===== src/rtl/fdiv_9p5.sv =====
// Divide-by-N.5 clock divider using both clk edges; default divide-by-9.5.
// Optional `FDIV_PHASE_OUT_EN` exposes the half-cycle phase index on port phase.
module fdiv_9p5 #(
    parameter int DIV_INT     = 9,
    parameter int HIGH_HALVES = 9,
    localparam int PW         = $clog2(2 * DIV_INT + 1)
) (
    input  logic          clk,
    input  logic          clr,
    output logic          clk_div
`ifdef FDIV_PHASE_OUT_EN
    ,
    output logic [PW-1:0] phase
`endif
);

    localparam logic [PW-1:0] HMAX_V = PW'(2 * DIV_INT);
    localparam logic [PW-1:0] HIGH_V = PW'(HIGH_HALVES);

    // Each half of the state lives in one edge domain; the true value is the XOR
    // of both, so only one XOR input ever changes at a time and the output cannot glitch.
    logic          r_run;
    logic [PW-1:0] r_hp;
    logic [PW-1:0] r_hn;
    logic          r_dp;
    logic          r_dn;
    logic [PW-1:0] w_h;
    logic [PW-1:0] w_h_nxt;

    function automatic logic [PW-1:0] next_phase(input logic [PW-1:0] h);
        logic [PW-1:0] n;
        if (h >= HMAX_V) begin
            n = '0;
        end else begin
            n = h + PW'(1);
        end
        return n;
    endfunction

    function automatic logic is_high(input logic [PW-1:0] h);
        return (h < HIGH_V);
    endfunction

    assign w_h     = r_hp ^ r_hn;
    assign w_h_nxt = next_phase(w_h);

    // Rising-edge half: starts the sequence at h = 0 and advances on every later rise.
    always_ff @(posedge clk or negedge clr) begin
        if (!clr) begin
            r_run <= 1'b0;
            r_hp  <= '0;
            r_dp  <= 1'b0;
        end else if (!r_run) begin
            r_run <= 1'b1;
            r_hp  <= r_hn;
            r_dp  <= is_high('0) ^ r_dn;
        end else begin
            r_run <= 1'b1;
            r_hp  <= w_h_nxt ^ r_hn;
            r_dp  <= is_high(w_h_nxt) ^ r_dn;
        end
    end

    // Falling-edge half: idle until the first qualifying rising edge has been taken.
    always_ff @(negedge clk or negedge clr) begin
        if (!clr) begin
            r_hn <= '0;
            r_dn <= 1'b0;
        end else if (r_run) begin
            r_hn <= w_h_nxt ^ r_hp;
            r_dn <= is_high(w_h_nxt) ^ r_dp;
        end else begin
            r_hn <= r_hn;
            r_dn <= r_dn;
        end
    end

    // clr is a controlling 0 on the AND, masking any skew while both halves clear.
    assign clk_div = clr & (r_dp ^ r_dn);

`ifdef FDIV_PHASE_OUT_EN
    assign phase = {PW{clr}} & w_h;
`endif

endmodule


===== config.mk =====
export PLATFORM = sky130hd
export DESIGN_NAME = fdiv_9p5
export DESIGN_NICKNAME = d
export VERILOG_FILES = /design/src/rtl/fdiv_9p5.sv
export SDC_FILE = /design/constraint.sdc
export NUM_CORES = 1
export LEC_CHECK = 0
export ABC_CLOCK_PERIOD_IN_PS = 2800
export BUFFER_PORTS_ARGS = -buffer_cell sky130_fd_sc_hd__buf_2
export CAP_MARGIN = 0
export CORE_UTILIZATION = 45
export CTS_CLUSTER_DIAMETER = 200
export CTS_CLUSTER_SIZE = 20
export DETAILED_ROUTE_END_ITERATION = 10
export GPL_TIMING_DRIVEN = 0
export PLACE_DENSITY_LB_ADDON = 0.2
export SKIP_CTS_REPAIR_TIMING = 1
export SYNTH_ARGS = -nofsm -noshare
export SYNTH_HDL_FRONTEND = slang
export SYNTH_SLANG_ARGS = --single-unit

===== constraint.sdc =====
create_clock -name clk -period 2.8 [get_ports clk]
set_clock_uncertainty 0.2 [all_clocks]
set_input_delay 0.28 -clock clk [delete_from_list [all_inputs] [get_ports clk]]
set_output_delay 0.28 -clock clk [all_outputs]
set_load 0.1 [all_outputs]

==> metrics.txt <==
# TYPE chip_impl_metric gauge
chip_impl_metric{name="synth-compound-area-share",unit="%"} 19.10
chip_impl_info{name="failing_checks",value="setup timing"} 1
chip_impl_metric{name="route.vias.total",unit=""} 558
chip_impl_metric{name="reg2reg_slack",unit="ns"} -0.83
chip_impl_metric{name="fin_ws",unit="ns"} -0.8261
chip_impl_metric{name="layout.core_utilization",unit="%"} 63.97
chip_impl_metric{name="setup_viol_count_final",unit=""} 13
chip_impl_metric{name="first_iter_violations",unit=""} 14
chip_impl_metric{name="cts_sinks",unit=""} 13
chip_impl_info{name="cp_cell_sequence",value="xor2_2, inv_2, ha_4, or4_4, mux2i_4, o21ai_1, xor2_1"} 1
chip_impl_metric{name="design.core.area",unit="mm^2"} 0.001594
chip_impl_metric{name="synth-adder-area-share",unit="%"} 3.106
chip_impl_metric{name="synthXorXnorAreaFrac",unit="%"} 18.94
chip_impl_metric{name="dp_cells",unit=""} 103
chip_impl_metric{name="clkSlewWorstSetupHoldPaths",unit="ns"} 0.08
chip_impl_metric{name="final_hold_viol_count",unit=""} 0
chip_impl_info{name="yosys-top-cells-count",value="sky130_fd_sc_hd__a21oi_1 (7), sky130_fd_sc_hd__dfrtp_1 (7), sky130_fd_sc_hd__nor2_1 (7)"} 1
chip_impl_metric{name="first_global_vias",unit=""} 505
chip_impl_metric{name="synth_cell_types",unit=""} 27
chip_impl_metric{name="grt_remaining_overflow",unit=""} 0
chip_impl_info{name="unrepaired_setup_endpoints_after_global_routing",value="true"} 1
chip_impl_metric{name="synthToLayoutAreaGrowth",unit="%"} 26.55
chip_impl_metric{name="fillerInstances",unit=""} 134
chip_impl_metric{name="timing.critical_path.arrival",unit="ns"} 3.60
chip_impl_metric{name="synth_nets",unit=""} 81
chip_impl_metric{name="muxShareOfSynthArea",unit="%"} 1.708
chip_impl_metric{name="floorplan.initialDensity",unit="%"} 50.55
chip_impl_metric{name="floorplan.die.width",unit="um"} 44.32
chip_impl_metric{name="diodes",unit=""} 0
chip_impl_metric{name="avgRoutedWirePerCell",unit="um"} 11.87
chip_impl_metric{name="routabilityCongestion",unit=""} 0.7124
chip_impl_info{name="worst_hold_path_type",value="primary input to asynchronous set/reset pin"} 1
chip_impl_metric{name="route.detailed.drc",unit=""} 0
chip_impl_info{name="tritoncts",value="done"} 1
chip_impl_metric{name="grt_max_degree",unit=""} 15
chip_impl_metric{name="timing.critical_path.fanout_max",unit=""} 4
chip_impl_info{name="top_post_synthesis_cells_by_area",value="sky130_fd_sc_hd__dfrtp_1 (22%), sky130_fd_sc_hd__dfrtn_1 (19%), sky130_fd_sc_hd__xor2_2 (8.1%), sky130_fd_sc_hd__xnor2_1 (6.5%), sky130_fd_sc_hd__a21oi_1 (4.3%)"} 1
chip_impl_metric{name="post_synthesis_async_set_or_reset_flop_share",unit="%"} 100.0
chip_impl_metric{name="grt_antenna_before_repair",unit=""} 0
chip_impl_metric{name="detailed_place_hpwl",unit="um"} 960.1
chip_impl_info{name="cp-start-kind",value="register"} 1
chip_impl_metric{name="clockBufferDepth",unit=""} 2
chip_impl_metric{name="synthSimpleGateAreaFrac",unit="%"} 13.82
chip_impl_metric{name="clock_insertion_delay_worst_skew",unit="ns"} 0.29
chip_impl_info{name="synth_ff_type",value="sky130_fd_sc_hd__dfrtp_1"} 1
chip_impl_metric{name="crit_path_max_incr_delay",unit="ns"} 0.51
chip_impl_metric{name="htreeDepth",unit=""} 1
chip_impl_info{name="regToRegStartpoint",value="r_hn[0]"} 1
chip_impl_metric{name="drv_cap",unit=""} 0
chip_impl_metric{name="grt_first_pass_wirelength",unit="mm"} 2.221
chip_impl_metric{name="gr-usage-all-layers",unit="%"} 16.25
chip_impl_info{name="synth_top_family_by_area",value="compound AO/OA/AOI/OAI gates"} 1
chip_impl_metric{name="ys_ff_latch",unit=""} 13
chip_impl_metric{name="edff_count_synth",unit=""} 0
chip_impl_info{name="yosys.area.top_type",value="sky130_fd_sc_hd__dfrtp_1"} 1
chip_impl_info{name="critical_path.top_delay_family",value="simple AND/OR/NAND/NOR gates"} 1
chip_impl_metric{name="chipHeight",unit="um"} 44.32
chip_impl_metric{name="worstPathRequired",unit="ns"} 2.77
chip_impl_metric{name="yosysWarnings",unit=""} 0
chip_impl_metric{name="synth.top_cell.area_share",unit="%"} 21.74
chip_impl_metric{name="seq_area_frac_synth",unit="%"} 40.37
chip_impl_info{name="critical-path-slowest-cell",value="sky130_fd_sc_hd__or4_4"} 1
chip_impl_metric{name="vias_per_cell",unit=""} 4.938
chip_impl_metric{name="final_layout_size_suffix_gt1_share",unit="%"} 37.08
chip_impl_metric{name="synthesis.area",unit="um^2"} 805.8
chip_impl_info{name="outcome",value="finished with violations"} 1
chip_impl_metric{name="fin_nets",unit=""} 94
chip_impl_info{name="critPathKind",value="register to register"} 1
chip_impl_info{name="crit-reg2reg-capture",value="r_dp"} 1
chip_impl_metric{name="crit_buf_inv",unit=""} 1
chip_impl_metric{name="postSynthAreaPerCell",unit="um^2"} 10.46
chip_impl_metric{name="place_ws",unit="ns"} -0.9151
chip_impl_metric{name="placement.cell_area",unit="um^2"} 872.1
chip_impl_info{name="worst_setup_path_end_kind",value="register"} 1
chip_impl_metric{name="die_outline_area",unit="mm^2"} 0.001964
chip_impl_metric{name="num_io_pins",unit=""} 3
chip_impl_metric{name="layout.cell_area.non_filler",unit="mm^2"} 0.001020
chip_impl_metric{name="slew_viol_final",unit=""} 0
chip_impl_metric{name="r2r.worst_path.cells",unit=""} 7
chip_impl_metric{name="totalWireLength",unit="mm"} 1.341
chip_impl_metric{name="layoutNonFillerInstCount",unit=""} 113
chip_impl_metric{name="cts-buffers-inserted",unit=""} 3
chip_impl_info{name="clock_tree.root_cell",value="sky130_fd_sc_hd__clkbuf_4"} 1
chip_impl_metric{name="std_cell_rows",unit=""} 14
chip_impl_metric{name="syn_inst",unit=""} 77
chip_impl_metric{name="buffer_ports.inserted",unit=""} 2
chip_impl_metric{name="antenna_left",unit=""} 0
chip_impl_metric{name="number_of_detailed_routing_iterations_run_before_antenna_repair",unit=""} 5
## worst max path at each step
stage	depth (start not counted)	from	slack, ns	end
floorplan	7	r_hn[0]	-0.75	r_dp
global placement	6	r_hn[1]	-0.92	r_dp
detailed placement	6	r_hn[1]	-0.92	r_dp
CTS	6	r_hn[1]	-0.93	r_dp
global route	9	r_hp[0]	-0.92	r_hn[2]
finish	7	r_hn[0]	-0.83	r_dp
## state kept, by name, summed over array words and instances (netlist names)
| signal | flops |
|---|---|
| r_dn | 1 |
| r_dp | 1 |
| r_hn | 5 |
| r_hp | 5 |
| r_run | 1 |
## per-stage QoR
| step | TNS, ns | hold slack (ns) |
|---|---|---|
| 5_1_grt | -10.55 | 0.2659 |
| 2_1_floorplan | -7.026 | -0.2156 |
| 3_3_place_gp | -9.084 | -0.009499 |
| 3_5_place_dp | -9.350 | -0.01079 |
| 6_report | -9.175 | 0.2051 |
| 4_1_cts | -9.821 | -0.3242 |
## metal layers
| layer | vias up | share of wire (%) | global-route usage (%) | wire length (um) |
|---|---|---|---|---|
| li1 | 288 | - | - | - |
| met1 | 262 | 52 | 23.54 | 693 |
| met2 | 6 | 44 | 22.35 | 591 |
| met3 | 2 | 1.9 | 3.673 | 25 |
| met4 | 0 | 2.2 | 9.091 | 30 |
| met5 | - | 0 | 0 | 0 |
## layout make-up
cell class | count | area, um^2 | share of cell area (%)
Clock buffer | 4 | 26.28 | 2.577
Sequential cell | 13 | 325.3 | 31.90
Timing Repair Buffer | 8 | 76.32 | 7.485
Buffer | 2 | 15.01 | 1.472
Tap cell | 24 | 30.03 | 2.945
Multi-Input combinational cell | 59 | 535.5 | 52.52
Inverter | 3 | 11.26 | 1.104
## worst reg2reg max path, stage by stage (launching register included)
cell and delay, ns:
sky130_fd_sc_hd__dfrtn_1 0.48, sky130_fd_sc_hd__xor2_2 0.23, sky130_fd_sc_hd__inv_2 0.08, sky130_fd_sc_hd__ha_4 0.17, sky130_fd_sc_hd__or4_4 0.51, sky130_fd_sc_hd__mux2i_4 0.18
sky130_fd_sc_hd__o21ai_1 0.09, sky130_fd_sc_hd__xor2_1 0.15
## cell families (layout without fill, tap and decap cells)
family                     count (synthesis)  after routing
AOI/OAI and AO/OA                         20             20
xor gates and xnor gates                  14             14
adders and majority gates                  2              2
buffers and inverters                      5             17
DFF                                       13             13
muxes                                      1              1
other                                      1              1
and+or+nand+nor                           21             21
## layout by cell type, fill, tap and decap left out, types with 3 or more instances in the layout
master and instances:
sky130_fd_sc_hd__a31oi_1 3, sky130_fd_sc_hd__buf_4 4, sky130_fd_sc_hd__nor2_1 6, sky130_fd_sc_hd__a21oi_1 6
sky130_fd_sc_hd__o21ai_1 5, sky130_fd_sc_hd__xnor2_1 5, sky130_fd_sc_hd__clkbuf_4 3, sky130_fd_sc_hd__xor2_2 4
sky130_fd_sc_hd__dfrtn_1 6, sky130_fd_sc_hd__xor2_1 3, sky130_fd_sc_hd__dfrtp_1 7
Power is left out: the tool's default activity adds up to more than one toggle a clock period on the data nets, which glitch-free logic cannot reach.
